File: src/rtl/ysyx_24080014_pkg.sv
// Shared types and constants for the memory arbiter.
// Covers FSM states, requester/owner encoding, grant bit positions and write-counter width.
package ysyx_24080014_pkg;

  typedef enum logic [1:0] {
    ST_IDLE  = 2'd0,
    ST_ISSUE = 2'd1,
    ST_WAIT  = 2'd2,
    ST_RESP  = 2'd3
  } arb_state_t;

  typedef enum logic {
    OWN_IFU = 1'b0,
    OWN_LSU = 1'b1
  } arb_owner_t;

  // Wide enough for WR_LAT up to 15.
  localparam int unsigned WR_CNT_W = 4;

  localparam int unsigned GNT_IFU = 0;
  localparam int unsigned GNT_LSU = 1;

  function automatic arb_owner_t gnt_to_owner(input logic [1:0] gnt);
    return gnt[GNT_LSU] ? OWN_LSU : OWN_IFU;
  endfunction

endpackage

File: src/rtl/ysyx_24080014_arb_pick.sv
// Combinational grant selection between fetch and load/store requesters.
// YSYX_24080014_ARB_RR_EN selects round-robin ties; otherwise LSU has fixed priority.
module ysyx_24080014_arb_pick (
  input  logic       ifu_req,
  input  logic       lsu_req,
  input  logic       last_own,
  output logic [1:0] gnt
);
  import ysyx_24080014_pkg::*;

`ifdef YSYX_24080014_ARB_RR_EN
  always_comb begin
    gnt = '0;
    if (ifu_req && lsu_req) begin
      // Whoever was not granted last wins the tie.
      if (last_own == OWN_LSU) gnt[GNT_IFU] = 1'b1;
      else                     gnt[GNT_LSU] = 1'b1;
    end else if (lsu_req) begin
      gnt[GNT_LSU] = 1'b1;
    end else if (ifu_req) begin
      gnt[GNT_IFU] = 1'b1;
    end
  end
`else
  logic unused_last_own;
  assign unused_last_own = last_own;

  always_comb begin
    gnt = '0;
    if (lsu_req)      gnt[GNT_LSU] = 1'b1;
    else if (ifu_req) gnt[GNT_IFU] = 1'b1;
  end
`endif

endmodule

File: src/rtl/ysyx_24080014_mem_arbiter.sv
// Two-requester (fetch/LSU) single-port memory arbiter: IDLE -> ISSUE -> WAIT -> RESP.
// Define YSYX_24080014_ARB_RR_EN for round-robin tie resolution (default: LSU priority).
module ysyx_24080014_mem_arbiter #(
  parameter int unsigned ADDR_W = 32,
  parameter int unsigned DATA_W = 32,
  parameter int unsigned WR_LAT = 2
) (
  input  logic              clk,
  input  logic              rst,
  input  logic              ifu_req,
  input  logic [ADDR_W-1:0] ifu_addr,
  output logic              ifu_ready,
  output logic              ifu_rvalid,
  output logic [DATA_W-1:0] ifu_rdata,
  input  logic              lsu_req,
  input  logic              lsu_wen,
  input  logic [ADDR_W-1:0] lsu_addr,
  input  logic [DATA_W-1:0] lsu_wdata,
  input  logic [7:0]        lsu_wmask,
  output logic              lsu_ready,
  output logic              lsu_rvalid,
  output logic [DATA_W-1:0] lsu_rdata,
  output logic              lsu_wdone,
  output logic              mem_ren,
  output logic              mem_wen,
  output logic [ADDR_W-1:0] mem_raddr,
  output logic [ADDR_W-1:0] mem_waddr,
  output logic [DATA_W-1:0] mem_din,
  output logic [7:0]        mem_wmask,
  output logic              mem_valid,
  input  logic              mem_ready,
  input  logic [DATA_W-1:0] mem_dout
);
  import ysyx_24080014_pkg::*;

  localparam logic [WR_CNT_W-1:0] WR_WAIT = WR_CNT_W'(WR_LAT - 1);

  arb_state_t          state_q, state_d;
  arb_owner_t          own_q;
  arb_owner_t          gnt_own;
  logic                wen_q;
  logic [ADDR_W-1:0]   addr_q;
  logic [DATA_W-1:0]   wdata_q;
  logic [7:0]          wmask_q;
  logic [WR_CNT_W-1:0] cnt_q;
  logic [DATA_W-1:0]   ifu_rdata_q;
  logic [DATA_W-1:0]   lsu_rdata_q;
  logic [1:0]          gnt;
  logic                last_own;
  logic                accept;
  logic                in_resp;

`ifdef YSYX_24080014_ARB_RR_EN
  arb_owner_t last_q;
  assign last_own = last_q;

  // Reset value IFU makes the first tie go to LSU.
  always_ff @(posedge clk) begin
    if (rst)         last_q <= OWN_IFU;
    else if (accept) last_q <= gnt_own;
  end
`else
  assign last_own = OWN_IFU;
`endif

  ysyx_24080014_arb_pick u_pick (
    .ifu_req  (ifu_req),
    .lsu_req  (lsu_req),
    .last_own (last_own),
    .gnt      (gnt)
  );

  assign gnt_own = gnt_to_owner(gnt);
  assign accept  = (state_q == ST_IDLE) && !rst && (|gnt);

  always_comb begin
    state_d = state_q;
    unique case (state_q)
      ST_IDLE:  if (accept) state_d = ST_ISSUE;
      // A one-cycle write latency completes without visiting WAIT.
      ST_ISSUE: state_d = (wen_q && (WR_LAT == 1)) ? ST_RESP : ST_WAIT;
      ST_WAIT: begin
        if (wen_q) begin
          if (cnt_q <= WR_CNT_W'(1)) state_d = ST_RESP;
        end else if (mem_ready) begin
          state_d = ST_RESP;
        end
      end
      ST_RESP:  state_d = ST_IDLE;
      default:  state_d = ST_IDLE;
    endcase
  end

  always_ff @(posedge clk) begin
    if (rst) begin
      state_q     <= ST_IDLE;
      own_q       <= OWN_IFU;
      wen_q       <= 1'b0;
      addr_q      <= '0;
      wdata_q     <= '0;
      wmask_q     <= '0;
      cnt_q       <= '0;
      ifu_rdata_q <= '0;
      lsu_rdata_q <= '0;
    end else begin
      state_q <= state_d;
      if (accept) begin
        own_q   <= gnt_own;
        wen_q   <= gnt[GNT_LSU] & lsu_wen;
        addr_q  <= gnt[GNT_LSU] ? lsu_addr  : ifu_addr;
        wdata_q <= gnt[GNT_LSU] ? lsu_wdata : '0;
        wmask_q <= gnt[GNT_LSU] ? lsu_wmask : '0;
      end
      if (state_q == ST_ISSUE) begin
        cnt_q <= WR_WAIT;
      end else if ((state_q == ST_WAIT) && wen_q && (cnt_q != '0)) begin
        cnt_q <= cnt_q - WR_CNT_W'(1);
      end
      // Read data lands in the owner's register and stays until its next read.
      if ((state_q == ST_WAIT) && !wen_q && mem_ready) begin
        if (own_q == OWN_LSU) lsu_rdata_q <= mem_dout;
        else                  ifu_rdata_q <= mem_dout;
      end
    end
  end

  assign ifu_ready = accept & gnt[GNT_IFU];
  assign lsu_ready = accept & gnt[GNT_LSU];

  assign in_resp    = (state_q == ST_RESP) && !rst;
  assign ifu_rvalid = in_resp && (own_q == OWN_IFU);
  assign lsu_rvalid = in_resp && (own_q == OWN_LSU) && !wen_q;
  assign lsu_wdone  = in_resp && (own_q == OWN_LSU) && wen_q;
  assign ifu_rdata  = ifu_rdata_q;
  assign lsu_rdata  = lsu_rdata_q;

  assign mem_ren   = (state_q == ST_ISSUE) && !rst && !wen_q;
  assign mem_wen   = (state_q == ST_ISSUE) && !rst && wen_q;
  assign mem_raddr = addr_q;
  assign mem_waddr = addr_q;
  assign mem_din   = wdata_q;
  assign mem_wmask = wmask_q;
  assign mem_valid = 1'b0;

endmodule

File: config.mk
export PLATFORM = sky130hd
export DESIGN_NAME = ysyx_24080014_mem_arbiter
export DESIGN_NICKNAME = d
export VERILOG_FILES = /design/src/rtl/ysyx_24080014_pkg.sv /design/src/rtl/ysyx_24080014_arb_pick.sv /design/src/rtl/ysyx_24080014_mem_arbiter.sv
export SDC_FILE = /design/constraint.sdc
export NUM_CORES = 1
export LEC_CHECK = 0
export CAP_MARGIN = 20
export CORE_UTILIZATION = 30
export DETAILED_ROUTE_END_ITERATION = 8
export PLACE_DENSITY_LB_ADDON = 0.08
export SYNTH_ARGS = -nofsm -noshare
export SYNTH_HDL_FRONTEND = slang
export SYNTH_SLANG_ARGS = --single-unit
export TNS_END_PERCENT = 50
File: constraint.sdc
create_clock -name clk -period 3.2 [get_ports clk]
set_clock_uncertainty 0.05 [all_clocks]
set_input_delay 0.8 -clock clk [delete_from_list [all_inputs] [get_ports clk]]
set_output_delay 0.8 -clock clk [all_outputs]
set_load 0.02 [all_outputs]
**After elaboration in Yosys (flattened, before gate mapping)**

Cells that the tools add are included.
Widths: inputs -> output; s select.

- Register bits after elaboration: 144
- Bits in latches: 0
- RAM bits: 0
- Bits in read-only memories: 0
- Input bits: 142
- Memories: 0

- Add/sub/neg operators: 1
- $mul: 0
- Div/mod/pow operators: 0
- $lt $le $gt $ge: 1
- Equal/unequal tests: 6
- Shifts and indexed selects: 0
- Muxes and demuxes: 14
- Bitwise operators: 4
- Reduce and logical (&&, ||, !) cells: 24

Operators with widths:

| operator | number |
|---|---|
| $mux 32 | 2 |
| $logic_and 1x1->1 | 14 |
| $mux 2 | 4 |
| $mux 8 | 1 |
| $pmux 2 s4 | 1 |
| $mux 1 | 6 |
| $ne 3x3->1 const B | 2 |
| $eq 2x2->1 const B | 2 |
| $le 4x1->1 const B | 1 |
| $reduce_and 2->1 | 2 |
| $reduce_bool 4->1 | 1 |
| $reduce_or 2->1 | 2 |
| $sub 4x1->4 const B | 1 |
| $and 1x1->1 | 3 |
| $reduce_and 3->1 | 1 |
| $eq 2x1->1 const B | 1 |
| $logic_not 1->1 | 2 |
| $logic_not 2->1 | 1 |
| $ne 2x2->1 const B | 1 |
| $reduce_bool 2->1 | 1 |
| $not 1->1 | 1 |

**Longest topological paths before layout**

Gate-level depths: netlist (run 1).

- Depth after elaboration: 6
- Depth in mapped cells: 8
- Gate-level depth less buffers: 6

**By module**

From an unflattened synthesis (run 1), not the netlist that was laid out.

- Cells, all modules: 655
- Area, all modules: 5,878.1 sq um

Modules (own cells, without submodules):

| module | instances | cells an instance | area an instance (sq um) |
|---|---|---|---|
| ysyx_24080014_mem_arbiter | 1 | 653 | 5,856.9 |
| ysyx_24080014_arb_pick | 1 | 2 | 21.3 |

**Worst setup path after synthesis (run 1)**

No wires, ideal clock.

- Kind: input -> output
- Start: in rst
- End: out lsu_rvalid
- Data arrival time: 1.897 ns
- Required time: 2.350 ns
- Setup slack: 0.453 ns
- Cell stages on the path: 3
- Path buffers: 2
- Cells stage by stage: buf_2 buf_1 nor4b_1

- Longest elaborated chain between the ends: 4

RTL lines:

| item | RTL line | source |
|---|---|---|
| start, declared | ysyx_24080014_mem_arbiter.sv:9 | `input logic rst,` |
| $logic_not 1->1 | ysyx_24080014_mem_arbiter.sv:130 | `assign in_resp = (state_q == ST_RESP) && !rst;` |
| $logic_and 1x1->1 | ysyx_24080014_mem_arbiter.sv:130 |  |
| $logic_and 1x1->1 (2 in a row) | ysyx_24080014_mem_arbiter.sv:132 | `assign lsu_rvalid = in_resp && (own_q == OWN_LSU) && !wen_q;` |
| end, declared | ysyx_24080014_mem_arbiter.sv:21 | `output logic lsu_rvalid,` |

No other way between the ends.

**Worst setup path after layout (run 1)**

- Start: in ifu_req
- End: out ifu_ready

- Longest elaborated chain between the ends: 5

RTL lines:

| item | RTL line | source |
|---|---|---|
| start, declared | ysyx_24080014_mem_arbiter.sv:10 | `input logic ifu_req,` |
| $mux 1 * | ysyx_24080014_arb_pick.sv:31 | `else if (ifu_req) gnt[GNT_IFU] = 1'b1;` |
| $mux 1 * | ysyx_24080014_arb_pick.sv:30 | `if (lsu_req) gnt[GNT_LSU] = 1'b1;` |
| $reduce_or 2->1 | ysyx_24080014_mem_arbiter.sv:74 | `assign accept = (state_q == ST_IDLE) && !rst && (\|gnt);` |
| $logic_and 1x1->1 | ysyx_24080014_mem_arbiter.sv:74 |  |
| $and 1x1->1 * | ysyx_24080014_mem_arbiter.sv:127 | `assign ifu_ready = accept & gnt[GNT_IFU];` |
| end, declared | ysyx_24080014_mem_arbiter.sv:12 | `output logic ifu_ready,` |

Every way passes the cells marked *; elsewhere a longest branch is shown, timed or not.

==> results of run 1 <==
## flip-flops by register name (all words and copies together) (netlist names)
name and count:
ifu_rdata 32, state_q 2, lsu_rdata 32, wen_q 1, mem_din 32, cnt_q 4, own_q 1, mem_wmask 8
mem_raddr 32
## report_power, final
group	leakage (nW)	internal [W]	switching, W
registers	1.17	0.00199	0.000156
logic	1.96	0.000888	0.000943
clock network	0.286	0.00122	0.000760
total	3.42	0.00410	0.00186
## cell usage after synthesis, types with 2 or more instances
library cell,number
dfxtp_1,144
nand2_1,129
nor2_1,79
a21oi_1,65
buf_4,44
a22oi_2,40
a211oi_1,34
mux2i_1,32
clkbuf_1,18
buf_2,17
ha_1,8
inv_1,7
buf_6,4
nor3_1,4
xnor2_1,3
nor2_2,2
nor3b_1,2
or3b_1,2
## final cells by class
| class | count | share of cell area, % |
|---|---|---|
| clock buffer | 17 | 4.399 |
| clock inverter | 13 | 1.695 |
| inverter | 7 | 0.2717 |
| multi-input combinational | 421 | 26.48 |
| sequential | 144 | 29.81 |
| tap | 265 | 3.429 |
| timing repair buffer | 330 | 33.91 |
## how the worst max path moves through the flow
stage,start,end,slack (ns),depth (start not counted)
after global routing,state_q[1]$_SDFFE_PP0P_,mem_wen,0.16,5
after CTS,state_q[1]$_SDFFE_PP0P_,mem_wen,0.23,5
after floorplan,rst,lsu_rvalid,0.45,3
after global placement,ifu_req,ifu_ready,0.04,3
after detailed placement,ifu_req,ifu_ready,-0.02,3
final,ifu_req,ifu_ready,0.27,3
## cells by family after synthesis
logic type	count (synthesis)	share of synthesized area [%]
AOI/OAI and AO/OA	147	19.15
xor gates and xnor gates	3	0.4386
adders and majority gates	8	1.671
buffers and inverters	91	9.313
DFF	144	48.11
muxes	32	5.346
other	1	0.06258
and+or+nand+nor	230	15.91
## worst min-delay path, delay by kind of cell, from the launching register on
kind | cells | cell delay, ns
flip-flops | 1 | 0.30
AND/OR/NAND/NOR | 1 | 0.05
AO/OA/AOI/OAI | 1 | 0.05
## repair_timing
item,4_1_cts,5_1_grt
gates resized for setup,1,0
hold buffers,0,0
buffers inserted,0,0
endpoints found under the setup margin,1,0
hold endpoints to repair,0,0
## per-stage QoR
step | area (um2) | hold slack [ns]
4_1_cts | 9656 | 0.4060
3_3_place_gp | 9067 | 0.3914
6_report | 9671 | 0.4002
5_1_grt | 9671 | 0.4195
3_5_place_dp | 9067 | 0.3981
2_1_floorplan | 5992 | 0.4442
## metal layers
layer,share of wire [%],GRT usage [%]
met1,41,19.69
met2,50,31.91
met3,7.4,4.932
met4,1.4,6.159
met5,0,0
## layout by cell type, fill, tap and decap left out, types with 4 or more instances in the layout
master / n
a211oi_1: 34
buf_4: 13
ha_1: 8
mux2i_1: 32
dfxtp_1: 144
inv_1: 7
nor2_1: 78
clkdlybuf4s50_1: 313
clkbuf_16: 17
nand2_1: 129
nor3_1: 4
a22oi_2: 40
a21oi_1: 65
==> results_dict.tcl, run 1 <==
set metrics [dict create \
    critPathKind "in2out" \
    drive_gt1_share_pct 10.19 \
    die-area_um2 20540 \
    r2r_end "lsu_rdata[16]$_SDFFE_PP0P_" \
    endpoint_kind "output pin" \
    max-vdd-ir-drop_v 0.0003231 \
    synth_cell_types 40 \
    fin_cells 1197 \
    track_usage_pct 17.63 \
    worstPathRequired_ns 2.35 \
    ios 318 \
    hold_start "ifu_rdata[31]$_SDFFE_PP0P_" \
    post-synth-top-area-cell "dfxtp_1" \
    grt-ovfl-total 0 \
    cts_root_buffer "clkbuf_16" \
    setup-tns-final_ns 0 \
    synth_fp_nets 806 \
    drt-pass1-iter-count 4 \
    min_period_ns 2.929 \
    multi_input_comb_area_um2 2561 \
    yosys.area.top_type_share_pct 48.11 \
    numCtsBuffers 17 \
    grt_pass1_vias 5392 \
    arrival_ns 2.08 \
    grt_max_degree 65 \
    drv_cap 0 \
    n_fill_cell 1861 \
    clk-insertion-delay-late_ns 0.40 \
    cts_buffer_depth 2 \
    ant_nets 0 \
    cp_cell_sequence "clkdlybuf4s50_1, nor4bb_1, dlygate4sd2_1" \
    via_count 5517 \
    antenna_found_initial 0 \
    port_buffers 316 \
    syn_area_per_cell_um2 9.134 \
    reg2reg_from "state_q[0]$_SDFFE_PP0P_" \
    cts.sinks 144 \
    crit_slowest_cell "clkdlybuf4s50_1" \
    synth-seq-cells 144 \
    syn_to_final_growth_pct 61.39 \
    antenna_cells 0 \
    dr.first_iter.drc_count 198 \
    nNetsFinal 1071 \
    post-dp-hpwl_um 13580 \
    die_w_um 143.3 \
    post_drt_via_cell_ratio 4.609 \
    cp-start-kind "input port" \
    total_power_w 0.005959 \
    fin_crit_sh_pct 91.54 \
    finalMaxSlewViolations 0 \
    clkSlewWorstSetupHoldPaths_ns 0.05 \
    slowest_delay_ns 0.48 \
    r2r_setup_slack_ns 1.16 \
    synth_edf_count 0 \
    core_um2 19530 \
    ys.flop_type "dfxtp_1" \
    rr_worst_depth 7 \
    placedCellCount 1166 \
    finalSetupViolCount 0 \
    fin_util_pct 49.53 \
    grt_pass1_wl_um 27760 \
    cts_tree "yes" \
    path_buf_inv 2 \
    syn_inst 656 \
    min_path_cells 2 \
    yosys-top-cells-area "dfxtp_1 (48%), a22oi_2 (8.4%), nand2_1 (8.1%), buf_4 (5.5%), a21oi_1 (5.4%)" \
    row_count 51 \
    netlist_area_um2 5992 \
    yosysWarnings 0 \
    cp_max_fo 2 \
    htree_levels 4 \
    outcome "finished clean" \
    worstHoldPathType "reg2reg" \
    final.setup.worst_slack_ns 0.2707 \
    tightest_slew_ns 0.6895 \
    pre_cts_ws_ns -0.01512 \
    drc 0 \
    avgRoutedWirePerCell_um 15.39 \
    rsz0062_at_grt "false" \
    synthArstFlopShare_pct 0 \
    timing.fmax_ghz 0.3414 \
    die_h_um 143.3 \
    synth_seq_area_share_pct 48.11 \
    power_density_nw_per_um2 616.2 \
    min_to "ifu_rdata[31]$_SDFFE_PP0P_" \
    cp_top_family "buffers and inverters" \
    max_slew_margin_pct 54.04 \
    finalHoldViolCount 0 \
    start_util_pct 30.69 \
    p_leak_nw 3.418 \
    gp_congestion 0.7679 \
    wirelength_um 18420 \
    ff_latch_area_um2 2883 \
]
Power figures use the tool's default switching activity.
==> run 2: changes to the inputs <==
--- a/config.mk
+++ b/config.mk
@@ -9,4 +9,5 @@
 export CORE_UTILIZATION = 30
 export DETAILED_ROUTE_END_ITERATION = 8
+export GPL_ROUTABILITY_DRIVEN = 0
 export PLACE_DENSITY_LB_ADDON = 0.08
 export SYNTH_ARGS = -nofsm -noshare
==> constraint.sdc (replaced) <==
create_clock -name clk -period 3.2 [get_ports clk]
set_clock_uncertainty 0.05 [all_clocks]
set_input_delay 0.32 -clock clk [delete_from_list [all_inputs] [get_ports clk]]
set_output_delay 0.32 -clock clk [all_outputs]
set_load 0.02 [all_outputs]
==> results_dict.tcl, run 2 (synthesized netlist as in run 1, its figures left out) <==
set metrics [dict create \
    outcome "finished clean" \
    wl_met3_um 1468 \
    via_count 5416 \
    antenna_cells 0 \
    final_common_cell "clkdlybuf4s50_1" \
    fin_area_um2 9707 \
    die-area_um2 20540 \
    cp_cell_sequence "inv_1, ha_1, nor4bb_1, clkdlybuf4s50_1" \
    grt_pass1_wl_um 27570 \
    arrival_ns 2.24 \
    antenna_found_initial 0 \
    cp_top_family "buffers and inverters" \
    fin_cells 1197 \
    final.setup.worst_slack_ns 0.5894 \
    post-dp-hpwl_um 13610 \
    htree_levels 4 \
    p_switching_w 0.001908 \
    cts_setup_buffers 0 \
    cts_buffer_depth 2 \
    timing.fmax_ghz 0.3831 \
    drt-met1-wl_um 7603 \
    die_w_um 143.3 \
    tightest_slew_ns 0.7107 \
    avgRoutedWirePerCell_um 15.42 \
    grt_max_degree 65 \
    numCtsBuffers 17 \
    slowest_delay_ns 0.69 \
    finalSetupViolCount 0 \
    cp_max_fo 5 \
    drc 0 \
    row_count 51 \
    crit_slowest_cell "clkdlybuf4s50_1" \
    finalMaxSlewViolations 0 \
    cts_root_buffer "clkbuf_16" \
    worstPathRequired_ns 2.83 \
    nNetsFinal 1069 \
    seqPwrFrac_pct 35.3 \
    placedCellCount 1164 \
    rsz0062_at_grt "false" \
    endpoint_kind "output pin" \
    power_density_nw_per_um2 627.1 \
    worstHoldPathType "in2reg" \
    power_frac_clock_pct 34.7 \
    core_um2 19530 \
    syn_to_final_growth_pct 62.00 \
    max_slew_margin_pct 52.62 \
    top_layer "met4" \
    grt-ovfl-total 0 \
    fin_crit_sh_pct 81.58 \
    critPathKind "reg2out" \
    setup-tns-final_ns 0 \
    max-vdd-ir-drop_v 0.0003195 \
    start_util_pct 30.69 \
    clkSlewWorstSetupHoldPaths_ns 0.06 \
    dr.first_iter.drc_count 252 \
    ant_nets 0 \
    wirelength_um 18460 \
    min_period_ns 2.611 \
    clk-insertion-delay-late_ns 0.41 \
    drt-pass1-iter-count 4 \
    cts_resized 0 \
    cts_tree "yes" \
    finalHoldViolCount 0 \
    ios 318 \
    cp-start-kind "flop" \
    place_area_um2 9040 \
    post_drt_via_cell_ratio 4.525 \
    sw_frac_of_total_pct 31.34 \
    power_frac_comb_pct 30.0 \
    drive_gt1_share_pct 10.19 \
    path_buf_inv 2 \
    p_leak_nw 3.432 \
    track_usage_pct 17.60 \
    postCtsHoldBufs 0 \
    intPower_w 0.004180 \
    drv_cap 0 \
    grt_pass1_vias 5255 \
    pre_cts_ws_ns 0.9354 \
    dr_wl_met2_um 9219 \
    final_cell_mix "clkdlybuf4s50_1 (314), dfxtp_1 (144), nand2_1 (129)" \
    port_buffers 316 \
    cts.sinks 144 \
    die_h_um 143.3 \
]
==> run 2: metrics by stage <==
stage | hold WS (ns) | utilization, % | power, W
final | 0.2434 | 49.71 | 0.006087
after global routing | 0.2672 | 49.71 | 0.006383
after global placement | 0.3915 | 46.30 | 0.003995
after CTS | 0.2037 | 49.57 | 0.006172
after floorplan | 0.4060 | - | 0.003289
after detailed placement | 0.3970 | 46.30 | 0.004024
==> run 2: power by group through the flow <==
stage               logic [W]  registers, W  clock network [W]
finish                0.00182       0.00215            0.00211
global route          0.00195       0.00218            0.00226
CTS                   0.00185       0.00215            0.00217
detailed placement    0.00184       0.00219                  0
global placement      0.00182       0.00218                  0
floorplan            0.000921       0.00237                  0
==> run 2: layout make-up <==
| class | count | area (um2) |
|---|---|---|
| Timing Repair Buffer | 328 | 3266 |
| Clock buffer | 20 | 466.7 |
| Fill cell | 1810 | 9819 |
| Clock inverter | 12 | 172.7 |
| Multi-Input combinational cell | 421 | 2561 |
| Tap cell | 265 | 331.6 |
| Inverter | 7 | 26.28 |
| Sequential cell | 144 | 2883 |
==> run 2: worst min-delay path, cell delays in order <==
cell	delay (ns)
buf_2	0.10
nor4bb_1	0.07
nor3_1	0.16
==> run 2: final timing paths <==
kind | to | start | cells after the start | slack, ns
max | ifu_ready | state_q[1]$_SDFFE_PP0P_ | 4 | 0.59
min | own_q$_SDFFE_PP0P_ | lsu_req | 3 | 0.24
max reg2reg | mem_din[11]$_SDFFE_PP0P_ | state_q[1]$_SDFFE_PP0P_ | 6 | 1.17
min reg2reg | ifu_rdata[26]$_SDFFE_PP0P_ | ifu_rdata[26]$_SDFFE_PP0P_ | 2 | 0.40
==> run 2: metal layers <==
layer	vias up	track usage (%)
li1	2717	-
met1	2498	20.55
met2	191	30.50
met3	10	5.831
met4	0	5.151
met5	-	0
